`src/rtl/dino_pkg.sv`:
```
// Shared types and default constants for the dino sprite blocks (motion, FSM, draw).
package dino_pkg;

    typedef enum logic [2:0] {
        StRun  = 3'd0,
        StDuck = 3'd1,
        StRise = 3'd2,
        StFall = 3'd3,
        StDead = 3'd4
    } dino_state_e;

    localparam int unsigned DinoCoordW   = 11;
    localparam int unsigned DinoXInit    = 50;
    localparam int unsigned DinoGroundY  = 300;
    localparam int unsigned DinoYMin     = 0;
    localparam int unsigned DinoVJump    = 20;
    localparam int unsigned DinoGrav     = 4;
    localparam int unsigned DinoGravHold = 2;
    localparam int unsigned DinoGravFast = 8;
    localparam int unsigned DinoVMax     = 24;

endpackage

```
`src/rtl/dino_motion_ctrl_if.sv`:
```
// Control inputs and sprite-motion outputs of dino_motion_ctrl.
// master: input/collision side driving requests; slave: the motion controller.
interface dino_motion_ctrl_if
    import dino_pkg::*;
#(
    parameter int unsigned COORD_W = DinoCoordW
) ();

    logic               jump;
    logic               duck;
    logic               dead;
    logic               restart;
    logic [COORD_W-1:0] dino_x;
    logic [COORD_W-1:0] dino_y;
    logic [COORD_W-1:0] vel;
    logic [2:0]         state;
    logic               airborne;
    logic               landed;

    modport master (
        output jump, duck, dead, restart,
        input  dino_x, dino_y, vel, state, airborne, landed
    );

    modport slave (
        input  jump, duck, dead, restart,
        output dino_x, dino_y, vel, state, airborne, landed
    );

endinterface

```
`src/rtl/dino_kinematics_step.sv`:
```
// One frame of vertical integration: y + v and v + g, with top clamp,
// terminal-velocity cap and ground touchdown detection. Purely combinational.
module dino_kinematics_step #(
    parameter int unsigned COORD_W  = 11,
    parameter int unsigned Y_MIN    = 0,
    parameter int unsigned GROUND_Y = 300,
    parameter int unsigned V_MAX    = 24
) (
    input  logic [COORD_W-1:0]        y_i,
    input  logic signed [COORD_W-1:0] v_i,
    input  logic signed [COORD_W-1:0] g_i,
    output logic [COORD_W-1:0]        y_o,
    output logic signed [COORD_W-1:0] v_o,
    output logic                      touchdown_o
);

    // One extra bit so y + v cannot wrap when rising past zero.
    localparam int unsigned W1 = COORD_W + 1;

    localparam logic signed [W1-1:0] YMinE   = W1'(Y_MIN);
    localparam logic signed [W1-1:0] GroundE = W1'(GROUND_Y);
    localparam logic signed [W1-1:0] VMaxE   = W1'(V_MAX);

    logic signed [W1-1:0] y_ext;
    logic signed [W1-1:0] v_ext;
    logic signed [W1-1:0] g_ext;
    logic signed [W1-1:0] y_sum;
    logic signed [W1-1:0] v_sum;
    logic signed [W1-1:0] v_lim;
    logic                 v_pos;
    logic                 top_hit;

    // Integrate, then apply clamps; the top clamp wins over touchdown.
    always_comb begin
        y_ext       = signed'({1'b0, y_i});
        v_ext       = {v_i[COORD_W-1], v_i};
        g_ext       = {g_i[COORD_W-1], g_i};
        y_sum       = y_ext + v_ext;
        v_sum       = v_ext + g_ext;
        v_lim       = (v_sum > VMaxE) ? VMaxE : v_sum;
        v_pos       = !v_i[COORD_W-1] && (v_i != '0);
        top_hit     = y_sum < YMinE;
        touchdown_o = !top_hit && v_pos && (y_sum >= GroundE);
        if (top_hit) begin
            y_o = COORD_W'(Y_MIN);
            v_o = '0;
        end else if (touchdown_o) begin
            y_o = COORD_W'(GROUND_Y);
            v_o = '0;
        end else begin
            y_o = y_sum[COORD_W-1:0];
            v_o = v_lim[COORD_W-1:0];
        end
    end

endmodule

```
`src/rtl/dino_motion_ctrl.sv`:
```
// Vertical-motion controller for the T-rex sprite: jump, duck, fast-fall,
// death freeze and restart, with a one-frame landing pulse.
// Optional feature macro: DINO_VARJUMP_EN (reduced gravity while jump held in RISE).
module dino_motion_ctrl
    import dino_pkg::*;
#(
    parameter int unsigned COORD_W   = DinoCoordW,
    parameter int unsigned X_INIT    = DinoXInit,
    parameter int unsigned GROUND_Y  = DinoGroundY,
    parameter int unsigned Y_MIN     = DinoYMin,
    parameter int unsigned V_JUMP    = DinoVJump,
    parameter int unsigned GRAV      = DinoGrav,
    parameter int unsigned GRAV_HOLD = DinoGravHold,
    parameter int unsigned GRAV_FAST = DinoGravFast,
    parameter int unsigned V_MAX     = DinoVMax
) (
    input  logic               FrameClk,
    input  logic               rst,
    dino_motion_ctrl_if.slave  bus
);

    localparam logic signed [COORD_W-1:0] GNorm    = COORD_W'(GRAV);
    localparam logic signed [COORD_W-1:0] GHold    = COORD_W'(GRAV_HOLD);
    localparam logic signed [COORD_W-1:0] GFast    = COORD_W'(GRAV_FAST);
    localparam logic signed [COORD_W-1:0] VLaunch  = -COORD_W'(V_JUMP);
    localparam logic [COORD_W-1:0]        GroundYC = COORD_W'(GROUND_Y);

    dino_state_e               state_q, state_d;
    logic [COORD_W-1:0]        y_q, y_d;
    logic signed [COORD_W-1:0] v_q, v_d;
    logic                      landed_q, landed_d;
    logic                      airborne_q, airborne_d;

    logic                      hold_jump;
    logic signed [COORD_W-1:0] grav;
    logic [COORD_W-1:0]        k_y;
    logic signed [COORD_W-1:0] k_v;
    logic                      k_touchdown;

    // Select active gravity: fast-fall beats jump-hold beats normal.
    always_comb begin
`ifdef DINO_VARJUMP_EN
        hold_jump = (state_q == StRise) && bus.jump;
`else
        hold_jump = 1'b0;
`endif
        if (bus.duck) begin
            grav = GFast;
        end else if (hold_jump) begin
            grav = GHold;
        end else begin
            grav = GNorm;
        end
    end

    dino_kinematics_step #(
        .COORD_W  (COORD_W),
        .Y_MIN    (Y_MIN),
        .GROUND_Y (GROUND_Y),
        .V_MAX    (V_MAX)
    ) u_step (
        .y_i         (y_q),
        .v_i         (v_q),
        .g_i         (grav),
        .y_o         (k_y),
        .v_o         (k_v),
        .touchdown_o (k_touchdown)
    );

    // Next-state: dead > restart > duck > jump; restart only acts from DEAD.
    always_comb begin
        state_d  = state_q;
        y_d      = y_q;
        v_d      = v_q;
        landed_d = 1'b0;
        unique case (state_q)
            StRun: begin
                if (bus.dead) begin
                    state_d = StDead;
                end else if (bus.duck) begin
                    state_d = StDuck;
                end else if (bus.jump) begin
                    state_d = StRise;
                    v_d     = VLaunch;
                end
            end
            StDuck: begin
                if (bus.dead) begin
                    state_d = StDead;
                end else if (!bus.duck) begin
                    state_d = StRun;
                end
            end
            StRise, StFall: begin
                if (bus.dead) begin
                    state_d = StDead;
                end else begin
                    y_d = k_y;
                    v_d = k_v;
                    if (k_touchdown) begin
                        landed_d = 1'b1;
                        state_d  = bus.duck ? StDuck : StRun;
                    end else if (!k_v[COORD_W-1]) begin
                        // Covers the apex and the top clamp (which zeroes v).
                        state_d = StFall;
                    end
                end
            end
            StDead: begin
                if (!bus.dead && bus.restart) begin
                    state_d = StRun;
                    y_d     = GroundYC;
                    v_d     = '0;
                end
            end
            default: begin
                state_d = StRun;
                y_d     = GroundYC;
                v_d     = '0;
            end
        endcase
        airborne_d = (state_d == StRise) || (state_d == StFall);
    end

    // State and all registered outputs; rst clears them without a clock edge.
    always_ff @(posedge FrameClk or posedge rst) begin
        if (rst) begin
            state_q    <= StRun;
            y_q        <= GroundYC;
            v_q        <= '0;
            landed_q   <= 1'b0;
            airborne_q <= 1'b0;
        end else begin
            state_q    <= state_d;
            y_q        <= y_d;
            v_q        <= v_d;
            landed_q   <= landed_d;
            airborne_q <= airborne_d;
        end
    end

    assign bus.dino_x   = COORD_W'(X_INIT);
    assign bus.dino_y   = y_q;
    assign bus.vel      = v_q;
    assign bus.state    = state_q;
    assign bus.airborne = airborne_q;
    assign bus.landed   = landed_q;

endmodule

```
`src/flat_wrapper.sv`:
```
// flat-port wrapper written by rule: the top's interface ports become plain ports
module dino_motion_ctrl_flat import dino_pkg::*;
#(
    parameter int unsigned COORD_W   = DinoCoordW,
    parameter int unsigned X_INIT    = DinoXInit,
    parameter int unsigned GROUND_Y  = DinoGroundY,
    parameter int unsigned Y_MIN     = DinoYMin,
    parameter int unsigned V_JUMP    = DinoVJump,
    parameter int unsigned GRAV      = DinoGrav,
    parameter int unsigned GRAV_HOLD = DinoGravHold,
    parameter int unsigned GRAV_FAST = DinoGravFast,
    parameter int unsigned V_MAX     = DinoVMax
)
  (FrameClk, rst, bus_jump, bus_duck, bus_dead, bus_restart, bus_dino_x, bus_dino_y, bus_vel, bus_state, bus_airborne, bus_landed);
  dino_motion_ctrl_if #(.COORD_W(COORD_W)) bus_i ();
  input  logic FrameClk;
  input  logic rst;
  input wire logic [$bits(bus_i.jump)-1:0] bus_jump;
  input wire logic [$bits(bus_i.duck)-1:0] bus_duck;
  input wire logic [$bits(bus_i.dead)-1:0] bus_dead;
  input wire logic [$bits(bus_i.restart)-1:0] bus_restart;
  output wire logic [$bits(bus_i.dino_x)-1:0] bus_dino_x;
  output wire logic [$bits(bus_i.dino_y)-1:0] bus_dino_y;
  output wire logic [$bits(bus_i.vel)-1:0] bus_vel;
  output wire logic [$bits(bus_i.state)-1:0] bus_state;
  output wire logic [$bits(bus_i.airborne)-1:0] bus_airborne;
  output wire logic [$bits(bus_i.landed)-1:0] bus_landed;
  assign bus_i.jump = bus_jump;
  assign bus_i.duck = bus_duck;
  assign bus_i.dead = bus_dead;
  assign bus_i.restart = bus_restart;
  assign bus_dino_x = bus_i.dino_x;
  assign bus_dino_y = bus_i.dino_y;
  assign bus_vel = bus_i.vel;
  assign bus_state = bus_i.state;
  assign bus_airborne = bus_i.airborne;
  assign bus_landed = bus_i.landed;
  dino_motion_ctrl #(.COORD_W(COORD_W), .X_INIT(X_INIT), .GROUND_Y(GROUND_Y), .Y_MIN(Y_MIN), .V_JUMP(V_JUMP), .GRAV(GRAV), .GRAV_HOLD(GRAV_HOLD), .GRAV_FAST(GRAV_FAST), .V_MAX(V_MAX)) u_core (.FrameClk(FrameClk), .rst(rst), .bus(bus_i));
endmodule
```
`config.mk`:
```
export PLATFORM = sky130hd
export DESIGN_NAME = dino_motion_ctrl_flat
export DESIGN_NICKNAME = d
export VERILOG_FILES = /design/src/rtl/dino_pkg.sv /design/src/rtl/dino_motion_ctrl_if.sv /design/src/rtl/dino_kinematics_step.sv /design/src/rtl/dino_motion_ctrl.sv /design/src/flat_wrapper.sv
export SDC_FILE = /design/constraint.sdc
export NUM_CORES = 1
export LEC_CHECK = 0
export ABC_AREA = 1
export BUFFER_PORTS_ARGS = -buffer_cell sky130_fd_sc_hd__buf_4
export CAP_MARGIN = 20
export CELL_PAD_IN_SITES_DETAIL_PLACEMENT = 1
export CELL_PAD_IN_SITES_GLOBAL_PLACEMENT = 1
export CORE_ASPECT_RATIO = 1.2
export CORE_MARGIN = 2
export CORE_UTILIZATION = 36
export CTS_CLUSTER_DIAMETER = 120
export DETAILED_ROUTE_END_ITERATION = 16
export PLACE_DENSITY = 0.83
export SLEW_MARGIN = 0
export SYNTH_ARGS = -nofsm -noshare
export SYNTH_HDL_FRONTEND = slang
export SYNTH_HIERARCHICAL = 1
export SYNTH_SLANG_ARGS = --single-unit
export TNS_END_PERCENT = 30
```
`constraint.sdc`:
```
create_clock -name FrameClk -period 7.5 [get_ports FrameClk]
set_clock_uncertainty 0.15 [all_clocks]
set_input_delay 0.75 -clock FrameClk [delete_from_list [all_inputs] [get_ports FrameClk]]
set_output_delay 0.75 -clock FrameClk [all_outputs]
set_load 0.03 [all_outputs]
```
# ---- After elaboration in Yosys (flattened, before gate mapping)
# Index checks and enable logic that the tools add are counted.
dict set report word_totals {
  word_cells 66
  inputBits 6
  reg_bits 27
}
dict set report classes {
  n_lt_le_gt_ge 3
  n_bitwise 2
  eq_ne 11
  reduce_logical 14
  n_mux 29
  addsub 2
}
# operator n
set ops {}
lappend ops {{$mux 11} 12}
lappend ops {{$pmux 11 s4} 1}
lappend ops {{$pmux 11 s3} 1}
lappend ops {{$mux 3} 9}
lappend ops {{$add 11x5->12} 1}
lappend ops {{$add 12x11->12} 1}
lappend ops {{$eq 3x2->1 const B} 4}
lappend ops {{$ge 12x10->1 const B} 1}
lappend ops {{$gt 12x6->1 const B} 1}
lappend ops {{$lt 12x1->1 const B} 1}
lappend ops {{$pmux 3 s4} 1}
lappend ops {{$reduce_bool 11->1} 1}
lappend ops {{$ne 2x2->1 const B} 4}
lappend ops {{$reduce_and 6->1} 1}
lappend ops {{$logic_and 1x1->1} 4}
lappend ops {{$mux 1} 4}
lappend ops {{$mux 4} 1}
lappend ops {{$reduce_or 2->1} 2}
lappend ops {{$eq 3x1->1 const B} 1}
lappend ops {{$eq 3x3->1 const B} 1}
lappend ops {{$logic_not 1->1} 3}
lappend ops {{$logic_not 3->1} 1}
lappend ops {{$reduce_and 3->1} 1}
lappend ops {{$ne 2x1->1 const B} 1}
lappend ops {{2 further kinds} 3}

# ---- Depth between registers and ports, before layout
# Gate-level depths: netlist of run 1.
dict set report logic_depth {
  ltp_word 13
  ltp_mapped 19
  mapped_depth_nobuf 19
}

# ---- Hierarchy
# Netlist of run 1, hierarchy kept.
# mod area_per_inst_um2 seq_area_each_um2 instances cells_per_inst
set by_module_without_submodules {}
lappend by_module_without_submodules {dino_kinematics_step 1490.2 0.0 1 292}
lappend by_module_without_submodules {dino_motion_ctrl 1331.3 680.7 1 163}

# ---- Worst setup path after synthesis of run 1
# No wires, ideal clock.
dict set report synth_timing {
  path_type {flip-flop to flip-flop}
  from {reg u_core.v_q[0], in the netlist u_core/bus.vel[0]}
  to {reg u_core.v_q[10], in the netlist u_core/bus.vel[10]}
  t_arrival_ps 2445
  path_buffers 0
  setup_time_ps 66
  slack_ps 4839
  path_stages_with_launch 18
  period_less_slack_ps 2661
  required_ps 7284
  path_cell_list {dfrtp_1 ha_1 fa_1 nand2_1 nand3_2 nand2_1 nand2_1 nand2_1 nand2_1 nor2_1 nand2_1 nand2_2 nand3_4 nor2_1 inv_1 o21ai_0 o211ai_1 nand2_1}
}
dict set report synth_via {
  elab_chain_len 9
}
# element line
set synth_rtl {}
lappend synth_rtl {{start, declared} dino_motion_ctrl.sv:30} ;# logic signed [COORD_W-1:0] v_q, v_d;
lappend synth_rtl {{start signal, assigned} dino_motion_ctrl.sv:136} ;# v_q <= v_d;
lappend synth_rtl {{$add 12x11->12} dino_kinematics_step.sv:38} ;# y_sum = y_ext + v_ext;
lappend synth_rtl {{$lt 12x1->1} dino_kinematics_step.sv:42} ;# top_hit = y_sum < YMinE;
lappend synth_rtl {{$logic_not 1->1} dino_kinematics_step.sv:43} ;# touchdown_o = !top_hit && v_pos && (y_sum >= GroundE);
lappend synth_rtl {{$logic_and 1x1->1 (2 in a row)} dino_kinematics_step.sv:43}
lappend synth_rtl {{$mux 11} dino_kinematics_step.sv:47} ;# end else if (touchdown_o) begin
lappend synth_rtl {{$mux 11 (*)} dino_kinematics_step.sv:44} ;# if (top_hit) begin
lappend synth_rtl {{net u_core.k_v[10]} dino_motion_ctrl.sv:37} ;# logic signed [COORD_W-1:0] k_v;
lappend synth_rtl {{$mux 11 (*)} dino_motion_ctrl.sv:95} ;# if (bus.dead) begin
lappend synth_rtl {{$pmux 11 s4 (*)} dino_motion_ctrl.sv:76} ;# unique case (state_q)
# Mark *: on every way through the listed nets, which the timed path passes. The rest lies on a longest branch. The select of a mux whose other input is x is not followed.
# A chain may end at the register's enable or synchronous reset.

# ---- Worst setup path after layout of run 1
dict set report layout_timing {
  from {reg u_core.v_q[0], in the netlist u_core/bus.vel[0]}
  to {reg u_core.v_q[3], in the netlist u_core/bus.vel[3]}
}
# The elaborated chain is that of the path after synthesis.

==> qor.csv, run 1 <==
stage;metric;value;unit
floorplanning;core_area;7660;µm²
logic_synthesis;synthFlopType;dfrtp_1;
floorplanning;dieArea;8560;µm²
pwr;pwr-share-comb;0.732;
global_routing;track_usage;0.203;
logic_synthesis;synth_cell_types;34;
cts;clkSinkCount;27;
logic_synthesis;syn-cell-area;2820;µm²
drt;dr_total_vias;2999;
cts;ctsResizeCount;0;
sta;maxSlewViolCount;0;
place;routabilityCongestion;0.890;
worst_setup_path;crit_type;register to register;
sta;max_freq;328;MHz
logic_synthesis;avgSynthCellArea;6.20;µm²
global_routing;antenna_found_initial;0;
worst_setup_path;start_kind;register;
logic_synthesis;synthTopCellsByArea;nand2_1 23%, dfrtp_1 20%, ha_1 9.8%;
global_routing;grt_max_degree;28;
sta;rsz0062_at_grt;false;
final_layout;fin_nets;525;
worst_setup_path;crit_required;7.58;ns
drt;wl;8340;µm
pwr;p_per_area;402;nW/µm²
cts;cts.path.max_buffers;2;
sta;hold_viol;0;
drt;drt_pre_antenna_iters;4;
drt;vias_per_cell;5.12;
worst_setup_path;worstSetupEndpointType;register;
place;placed_cells;581;
drt;ant_nets;0;
worst_setup_path;cpMaxStageDelayCell;dfrtp_1;
sta;hold_slack;0.244;ns
cts;clk_latency;0.29;ns
global_routing;met2_usage;0.400;
worst_hold_path;hp-class;input port to asynchronous set/reset pin;
logic_synthesis;syn_inst;455;
job;cap_violations;0;
cts;numCtsBuffers;3;
sta;slew_headroom;0.498;
logic_synthesis;yosysTopAreaCellShare;0.227;
worst_setup_path;crit_cells;17;
worst_setup_path;ff2ff_path_depth;17;
worst_setup_path;rrSetupSlack;4.45;ns
logic_synthesis;ys_seq_area_frac;0.241;
worst_setup_path;crit_arrival;3.12;ns
drt;routedWlPerCell;14.2;µm
sta;period_needed;3.05;ns
place;dpl_worst_slack;4.40;ns
floorplanning;die_h;101;µm
final_layout;finalNonFillerCells;586;
global_routing;grt.met3_usage;0.0164;
final_layout;antenna_cells;0;
logic_synthesis;synthTopCellsByCount;171 x nand2_1, 64 x inv_1, 44 x nor2_1;
cts;htreeDepth;1;
pwr;power_frac_seq;0.200;
sta;finalWorstSetupSlack;4.45;ns
worst_setup_path;crit_top_cell;nand2_1;
final_layout;drive_above_1_share;0.111;
logic_synthesis;synth_top_cell_by_area;nand2_1;
sta;finalSetupViolCount;0;
pwr;p_sw_frac;0.585;
floorplanning;row_count;35;
sta;finalSetupTns;0;ns
place;port_buffers;32;
pwr;ir_worst_vdd;0.166;mV
cts;cts_tree;yes;
floorplanning;pin_count;44;
pwr;clkPwrFrac;0.068;
pwr;p_int;0.533;mW
logic_synthesis;yosysMostFrequentCell;nand2_1;
global_routing;grt_overflow_total;0;
sta;tightest_slew;0.749;ns
cts;cts.hold.buffers_added;0;
cts;clockRootBuffer;clkbuf_8;
global_routing;grt_pass1_wl;14100;µm
drt;drtIter0Drc;136;
pwr;p_sw;0.752;mW
global_routing;met1_usage;0.228;
logic_synthesis;async_reset_ff_frac;1.00;
logic_synthesis;synth_edf_count;0;
global_routing;grt.busiest_layer;met2;
final_layout;area_growth;13.4;%
worst_setup_path;cp_slowest_stage_delay;0.47;ns
floorplanning;die-width;84.8;µm
global_routing;grt_pass1_vias;3082;
worst_setup_path;worstPathMaxFanout;9;
logic_synthesis;ys.warnings.count;6;
worst_setup_path;cp_cell_sequence;ha_1 -> fa_1 -> nand2_1 -> nand3_2 -> nand2_1 -> nand2_1 -> nand2_1 -> nand2_1 -> nor2_1 -> nand2_1 -> nand2_2 -> nand2_2 -> a21oi_1 -> nand2_1 -> nand2_1 -> o211ai_1 -> nand2_1;
pwr;leakage;1.91;nW
cts;cts_setup_buffers;0;
worst_setup_path;path_buf_inv;0;
place;dp_hpwl;6870;µm
cts;cts.clk_slew.worst_paths;0.09;ns
drt;drc;0;
sta;period_share;0.406;
logic_synthesis;ys_ff_latch;27;
run_status;outcome;finished clean;
worst_setup_path;critPathTopFamily;simple AND/OR/NAND/NOR gates;
floorplanning;start_util;0.368;
-- sequential cells by signal, indices dropped and copies added (netlist names) --
| signal | cells |
|---|---|
| u_core/bus.airborne | 1 |
| u_core/bus.dino_y | 11 |
| u_core/bus.landed | 1 |
| u_core/bus.state | 3 |
| u_core/bus.vel | 11 |
-- per-layer routing --
layer / wire [µm] / share of wire / vias up
met5: 0 / 0 / -
met1: 3420 / 0.41 / 1460
met2: 4530 / 0.54 / 37
met4: 131 / 0.016 / 0
met3: 254 / 0.030 / 9
li1: - / - / 1493
-- cells in the final DEF (no fill, tap or decap), drive strengths merged --
cell | Yosys | routed
o21ai | 7 | 7
xnor2 | 1 | 1
conb | 2 | 21
o211ai | 10 | 10
a22oi | 1 | 1
nand2 | 174 | 174
o221ai | 1 | 1
buf | 17 | 33
nand3 | 32 | 32
nor4 | 2 | 2
fa | 2 | 2
clkbuf | 0 | 3
clkinv | 0 | 1
o31ai | 2 | 2
ha | 22 | 22
o21bai | 1 | 1
dfstp | 4 | 4
nor3 | 3 | 3
a21boi | 1 | 1
xor2 | 3 | 3
dfrtp | 23 | 23
inv | 68 | 68
a21oi | 20 | 20
nor2 | 45 | 45
nand3b | 2 | 2
nand4 | 11 | 11
nor3b | 1 | 1
-- power groups by stage --
| stage | clock (mW) | combinational [mW] | sequential (mW) |
|---|---|---|---|
| 2_1_floorplan | 0 | 0.628 | 0.319 |
| 3_5_place_dp | 0 | 0.925 | 0.262 |
| 5_1_grt | 0.0943 | 1.06 | 0.267 |
| 4_1_cts | 0.0899 | 0.933 | 0.259 |
| 6_report | 0.0879 | 0.941 | 0.256 |
| 3_3_place_gp | 0 | 0.899 | 0.261 |
-- cells by family after synthesis --
family,synth area share
AOI/OAI and AO/OA,0.0936
xor gates and xnor gates,0.0151
adders and majority gates,0.112
buffers and inverters,0.134
DFF,0.241
other,0.00266
and+or+nand+nor,0.402
-- path summary, 6_finish.rpt --
| kind | from | to |
|---|---|---|
| setup / recovery | u_core/bus.vel[0] | u_core/bus.vel[3] |
| hold / removal | rst | u_core/bus.dino_y[1] |
| min in group FrameClk | u_core/bus.dino_y[2] | u_core/bus.dino_y[2] |
| max in group asynchronous | rst | u_core/bus.dino_y[8] |
| setup reg to reg | u_core/bus.vel[0] | u_core/bus.vel[3] |
| hold reg to reg | u_core/bus.dino_y[2] | u_core/bus.dino_y[2] |
-- stage by stage --
stage	cell area (µm²)	util	total power [mW]
after global placement	3130	0.408	1.16
after global routing	3200	0.417	1.42
after floorplan	2890	-	0.947
after detailed placement	3130	0.408	1.19
after CTS	3170	0.414	1.28
final	3200	0.417	1.28
-- area by class of cell --
cell class / count / area, µm²
inverter: 68 / 255
clock buffer: 3 / 41.3
timing repair buffer: 33 / 268
sequential: 27 / 681
multi-input combinational: 362 / 1830
fill: 1082 / 4460
tap: 92 / 115
clock inverter: 1 / 5.00
(Power assumes the default switching activity.)
==> run 2, diff against run 1 <==
==> constraint.sdc (replaced) <==
create_clock -name FrameClk -period 3 [get_ports FrameClk]
set_clock_uncertainty 0.15 [all_clocks]
set_input_delay 0.3 -clock FrameClk [delete_from_list [all_inputs] [get_ports FrameClk]]
set_output_delay 0.3 -clock FrameClk [all_outputs]
set_load 0.03 [all_outputs]
==> run 2 against run 1 <==
Compared with the run above:
- count of clock-buffer cells in the layout unchanged
- total power rose to 2.6 times the previous value
- highest routed layer unchanged
- largest power group unchanged
- maximum frequency up 10%
- sequential power up 130%
- flip-flop and latch count unchanged
==> qor.csv, run 2 (synthesis gave the netlist of run 1 again) <==
stage;metric;value;unit;change
sta;period_needed;2.77;ns;-0.279 ns
cts;cts.path.max_buffers;2;;unchanged
sta;tightest_slew;0.860;ns;+0.112 ns
cts;numCtsBuffers;3;;unchanged
worst_setup_path;cp_cell_sequence;ha_1 -> nand2_1 -> nand2_1 -> a21oi_2 -> nand2_1 -> nand2_1 -> nand2_1 -> nor2_1 -> nand2_1 -> nand2_1 -> nand2_1 -> nand2_2 -> nand2_2 -> a21oi_1 -> nand2_1 -> nand2_1 -> o211ai_1 -> nand2_1;;
cts;cts.hold.buffers_added;0;;unchanged
cts;cts.clk_slew.worst_paths;0.11;ns;+0.02 ns
drt;drt_pre_antenna_iters;4;;unchanged
pwr;p_per_area;1020;nW/µm²;+150%
global_routing;grt_pass1_vias;3255;;+5.6%
place;port_buffers;32;;unchanged
drt;routedWlPerCell;15.0;µm;+5.6%
sta;maxSlewViolCount;0;;unchanged
final_layout;fillers;1052;;-2.8%
place;routabilityCongestion;0.859;;-3.5%
worst_setup_path;crit_arrival;2.84;ns;-0.28 ns
final_layout;layout_common_cells;169 x nand2_1, 64 x inv_1, 42 x buf_4, 42 x nor2_1, 28 x nand3_1;;
final_layout;finalNonFillerCells;595;;+1.5%
floorplanning;die_h;101;µm;unchanged
floorplanning;start_util;0.368;;unchanged
global_routing;track_usage;0.217;;+0.0140
worst_setup_path;worstPathMaxFanout;9;;unchanged
drt;drtIter0Drc;88;;-35%
drt;dr_total_vias;3036;;+1.2%
pwr;power.total;3.36;mW;+160%
floorplanning;row_count;35;;unchanged
worst_setup_path;crit_required;3.08;ns;-4.50 ns
place;dp_hpwl;7480;µm;+8.8%
sta;rsz0062_at_grt;true;;
global_routing;grt_pass1_wl;15100;µm;+7.5%
drt;wl;8940;µm;+7.2%
sta;period_share;0.922;;+0.516
final_layout;fin_nets;534;;+1.7%
floorplanning;pin_count;44;;unchanged
drt;drc;0;;unchanged
final_layout;antenna_cells;0;;unchanged
final_layout;area_growth;16.2;%;
worst_setup_path;rrSetupSlack;0.23;ns;-4.22 ns
final_layout;final_common_cell;nand2_1;;
sta;max_freq;361;MHz;+10%
drt;vias_per_cell;5.10;;-0.30%
job;cap_violations;0;;unchanged
sta;hold_viol;0;;unchanged
floorplanning;die-width;84.8;µm;unchanged
worst_setup_path;cp_slowest_stage_delay;0.48;ns;about the same
cts;htreeDepth;1;;unchanged
global_routing;grt_overflow_total;0;;unchanged
floorplanning;core_area;7660;µm²;unchanged
floorplanning;dieArea;8560;µm²;unchanged
worst_setup_path;crit_type;register to register;;
pwr;leakage;1.93;nW;+1.3%
worst_setup_path;worstSetupEndpointType;register;;
cts;clkSinkCount;27;;unchanged
cts;clk_latency;0.28;ns;about the same
sta;finalSetupViolCount;0;;unchanged
cts;cts_tree;yes;;
cts;clockRootBuffer;clkbuf_8;;
place;placed_cells;591;;+1.7%
run_status;outcome;finished clean;;
global_routing;antenna_found_initial;0;;unchanged
drt;ant_nets;0;;unchanged
pwr;ir_worst_vdd;0.524;mV;+220%
final_layout;drive_above_1_share;0.145;;+0.0338
worst_setup_path;start_kind;register;;
global_routing;grt_max_degree;22;;-21%
worst_setup_path;crit_top_cell;nand2_1;;
worst_hold_path;hp-class;input port to asynchronous set/reset pin;;
sta;slew_headroom;0.423;;-0.0750
worst_setup_path;cpMaxStageDelayCell;dfrtp_1;;
## run 2: cell count changes in the layout (fill, tap and decap cells not counted), moves of 2 or more
cell | previous run | this run
buf_4 | 32 | 42
ha_1 | 22 | 19
ha_2 | 0 | 3
nand2_1 | 171 | 169
nand2_2 | 3 | 5
nor2_1 | 44 | 42
## run 2: repair_timing
action                                  4_1_cts  5_1_grt
endpoints found under the setup margin        0       15
resized for setup                             0       11
buffers inserted                              0        0
endpoints found under the hold margin         0        0
## run 2: critical path: cells and delay by family, from the launching register on
kind	cells	cell delay, ns
fa+ha+maj	1	0.37
compound gates	3	0.42
simple gates	14	1.28
flops	1	0.48
## run 2: stage by stage
stage	util	hold WS, ns	instance area (µm²)	TNS (ns)	setup slack [ns]
floorplan	-	0.200	2890	0	0.339
global placement	0.418	0.328	3200	0	0.192
detailed placement	0.418	0.345	3200	0	0.0708
CTS	0.424	0.0502	3250	0	0.0187
global route	0.428	0.0458	3280	-0.0130	-0.0109
finish	0.428	0.0287	3280	0	0.233
## run 2: worst paths after layout
kind                                      start                    to  cells past startpoint
max                           u_core/bus.vel[4]     u_core/bus.vel[3]                     18
min                                         rst   u_core/bus.state[2]                      2
max reg2reg                   u_core/bus.vel[4]     u_core/bus.vel[3]                     18
min reg2reg                u_core/bus.dino_y[3]  u_core/bus.dino_y[3]                      2
max in group asynchronous                   rst  u_core/bus.dino_y[3]                      3
min in group FrameClk                  bus_dead   u_core/bus.state[0]                      2
## run 2: layer usage
layer / up-vias / part of all wire / GRT usage / wire length (µm)
met4: 0 / 0.021 / 0.0708 / 184
li1: 1512 / - / - / -
met3: 14 / 0.011 / 0.00901 / 101
met2: 34 / 0.55 / 0.442 / 4930
met5: - / 0 / 0 / 0
met1: 1476 / 0.42 / 0.237 / 3720
## run 2: cell type report
| class | instances | area [µm²] | area share |
|---|---|---|---|
| Sequential cell | 27 | 681 | 0.208 |
| Multi-Input combinational cell | 362 | 1860 | 0.568 |
| Inverter | 68 | 255 | 0.0778 |
| Clock buffer | 3 | 41.3 | 0.0126 |
| Timing Repair Buffer | 42 | 315 | 0.0961 |
| Clock inverter | 1 | 7.51 | 0.00229 |
| Tap cell | 92 | 115 | 0.0351 |
## run 2: where the power goes
group / switching [mW] / leakage [nW] / internal (mW)
registers: 0.109 / 0.348 / 0.489
clock network: 0.132 / 0.0217 / 0.0947
logic: 1.71 / 1.56 / 0.822
==> run 3, diff against run 2 <==
--- a/config.mk
+++ b/config.mk
@@ -15,7 +15,9 @@
 export CORE_UTILIZATION = 36
 export CTS_CLUSTER_DIAMETER = 120
 export DETAILED_ROUTE_END_ITERATION = 16
+export GPL_ROUTABILITY_DRIVEN = 0
 export PLACE_DENSITY = 0.83
+export REMOVE_ABC_BUFFERS = 1
 export SLEW_MARGIN = 0
 export SYNTH_ARGS = -nofsm -noshare
 export SYNTH_HDL_FRONTEND = slang
==> run 3 against run 2 <==
Compared with the run above:
- count of clock-buffer cells in the layout stayed put
- non-clock buffer count is 2 higher
- sequential share of layout area is 0.20 points lower
- register-to-register slack worse by 0.04 ns
- maximum frequency is 1.5% lower
- largest cell class unchanged
==> qor.csv, run 3 (synthesis gave the netlist of run 1 again) <==
stage;metric;value;unit;change
place;place_area;3200;µm²;unchanged
worst_hold_path;hp-class;input port to register;;
final_layout;layout_common_cells;168 x nand2_1, 64 x inv_1, 43 x nor2_1;;
pwr;power.total;3.38;mW;+0.82%
pwr;p_sw;1.98;mW;+1.6%
final_layout;area_growth;17.4;%;
final_layout;finalNonFillerCells;597;;+0.34%
place;dpl_worst_slack;0.111;ns;+0.0404 ns
cts;cts.clk_slew.worst_paths;0.12;ns;about the same
cts;cts.path.max_buffers;2;;unchanged
global_routing;antenna_found_initial;0;;unchanged
drt;routedWlPerCell;15.6;µm;+3.7%
worst_setup_path;worstPathMaxFanout;9;;unchanged
sta;finalSetupViolCount;0;;unchanged
final_layout;drive_above_1_share;0.147;;+0.00141
run_status;outcome;finished clean;;
final_layout;fin_util;0.432;;+0.00424
sta;hold_slack;0.0687;ns;+0.0400 ns
pwr;leakage;1.95;nW;+0.94%
global_routing;grt_pass1_wl;15400;µm;+2.0%
drt;ant_nets;0;;unchanged
place;port_buffers;32;;unchanged
pwr;p_sw_frac;0.586;;+0.00433
pwr;p_per_area;1020;nW/µm²;-0.17%
global_routing;grt_overflow_total;0;;unchanged
drt;wl;9300;µm;+4.0%
pwr;ir_worst_vdd;0.511;mV;-2.6%
pwr;pwr-share-comb;0.754;;about the same
worst_setup_path;start_kind;register;;
floorplanning;pin_count;44;;unchanged
global_routing;grt_max_degree;28;;+27%
final_layout;fin_nets;536;;+0.37%
sta;tightest_slew;0.820;ns;-0.0403 ns
sta;period_needed;2.81;ns;+0.0431 ns
drt;drtIter0Drc;149;;+69%
job;cap_violations;0;;unchanged
cts;clockRootBuffer;clkbuf_8;;
place;dp_hpwl;7600;µm;+1.5%
drt;vias_per_cell;5.15;;+0.85%
sta;rsz0062_at_grt;false;;
worst_setup_path;crit_type;register to register;;
place;placed_cells;591;;unchanged
worst_setup_path;crit_arrival;2.84;ns;about the same
floorplanning;row_count;35;;unchanged
final_layout;final_common_cell;nand2_1;;
floorplanning;core_area;7660;µm²;unchanged
pwr;power_frac_seq;0.177;;about the same
cts;cts_setup_buffers;0;;unchanged
cts;clk_latency;0.29;ns;about the same
final_layout;fillers;1031;;-2.0%
sta;slew_headroom;0.450;;+0.0271
sta;maxSlewViolCount;0;;unchanged
floorplanning;dieArea;8560;µm²;unchanged
drt;drt_pre_antenna_iters;4;;unchanged
floorplanning;die_h;101;µm;unchanged
final_layout;antenna_cells;0;;unchanged
floorplanning;die-width;84.8;µm;unchanged
sta;period_share;0.937;;+0.0144
sta;hold_viol;0;;unchanged
global_routing;track_usage;0.223;;+0.00559
global_routing;grt_pass1_vias;3265;;+0.31%
cts;htreeDepth;1;;unchanged
cts;numCtsBuffers;3;;unchanged
drt;dr_total_vias;3072;;+1.2%
sta;finalWorstSetupSlack;0.190;ns;-0.0431 ns
drt;drc;0;;unchanged
sta;max_freq;356;MHz;-1.5%
pwr;p_int;1.40;mW;-0.22%
cts;clkSinkCount;27;;unchanged
sta;finalSetupTns;0;ns;unchanged
final_layout;fin_area;3310;µm²;+0.99%
worst_setup_path;crit_required;3.03;ns;-0.05 ns
cts;cts_tree;yes;;
worst_setup_path;worstSetupEndpointType;register;;
pwr;clkPwrFrac;0.069;;+0.002
floorplanning;start_util;0.368;;unchanged
-- run 3: critical path: stages (launching register included) --
cell and delay (ns):
dfstp_2 0.57, ha_1 0.32, nand2_2 0.13, nand3_2 0.11, nand2_1 0.11, nand2_1 0.10
nand2_1 0.09, nand2_1 0.06, nor2_1 0.10, nand2_1 0.06, nand2_1 0.05, nand2_1 0.06
nand2_2 0.13, nand3_4 0.14, nor2_2 0.14, inv_1 0.07, o211ai_1 0.17, a21oi_1 0.11
-- run 3: area by class of cell --
| class | count | area, µm² | share of cell area |
|---|---|---|---|
| clock inverters | 1 | 7.51 | 0.00227 |
| inverters | 68 | 255 | 0.0771 |
| multi-input cells | 362 | 1860 | 0.561 |
| well taps | 92 | 115 | 0.0348 |
| flip-flops and latches | 27 | 681 | 0.206 |
| repair buffers | 44 | 353 | 0.107 |
| clock buffers | 3 | 41.3 | 0.0125 |
-- run 3: final timing paths --
path                            cells after the start  slack, ns                   end                  from
worst min register to register                      2       0.36  u_core/bus.dino_y[3]  u_core/bus.dino_y[3]
worst max register to register                     17       0.19   u_core/bus.state[0]  u_core/bus.dino_y[2]
min in group asynchronous                           3       0.39  u_core/bus.dino_y[1]                   rst
max in group asynchronous                           4       1.76  u_core/bus.dino_y[8]                   rst
worst min-delay path                                2       0.07   u_core/bus.state[0]              bus_dead
worst max-delay path                               17       0.19   u_core/bus.state[0]  u_core/bus.dino_y[2]
-- run 3: power groups by stage --
stage          registers, mW  clock network [mW]  logic, mW
2_1_floorplan          0.798                   0       1.51
3_3_place_gp           0.596                   0       2.40
3_5_place_dp           0.606                   0       2.47
4_1_cts                0.599               0.233       2.48
5_1_grt                0.614               0.249       2.85
6_report               0.600               0.234       2.55
-- run 3: timing repair --
action                                 4_1_cts  5_1_grt
setup endpoints to repair                    0        9
endpoints found under the hold margin        0        5
hold buffers                                 0        1
resized for setup                            0        9
-- run 3: routing by layer --
metal	wire length (µm)	up-vias	GRT usage
li1	-	1511	-
met1	3580	1469	0.248
met2	5020	72	0.425
met3	468	20	0.0287
met4	231	0	0.0891
met5	0	-	0
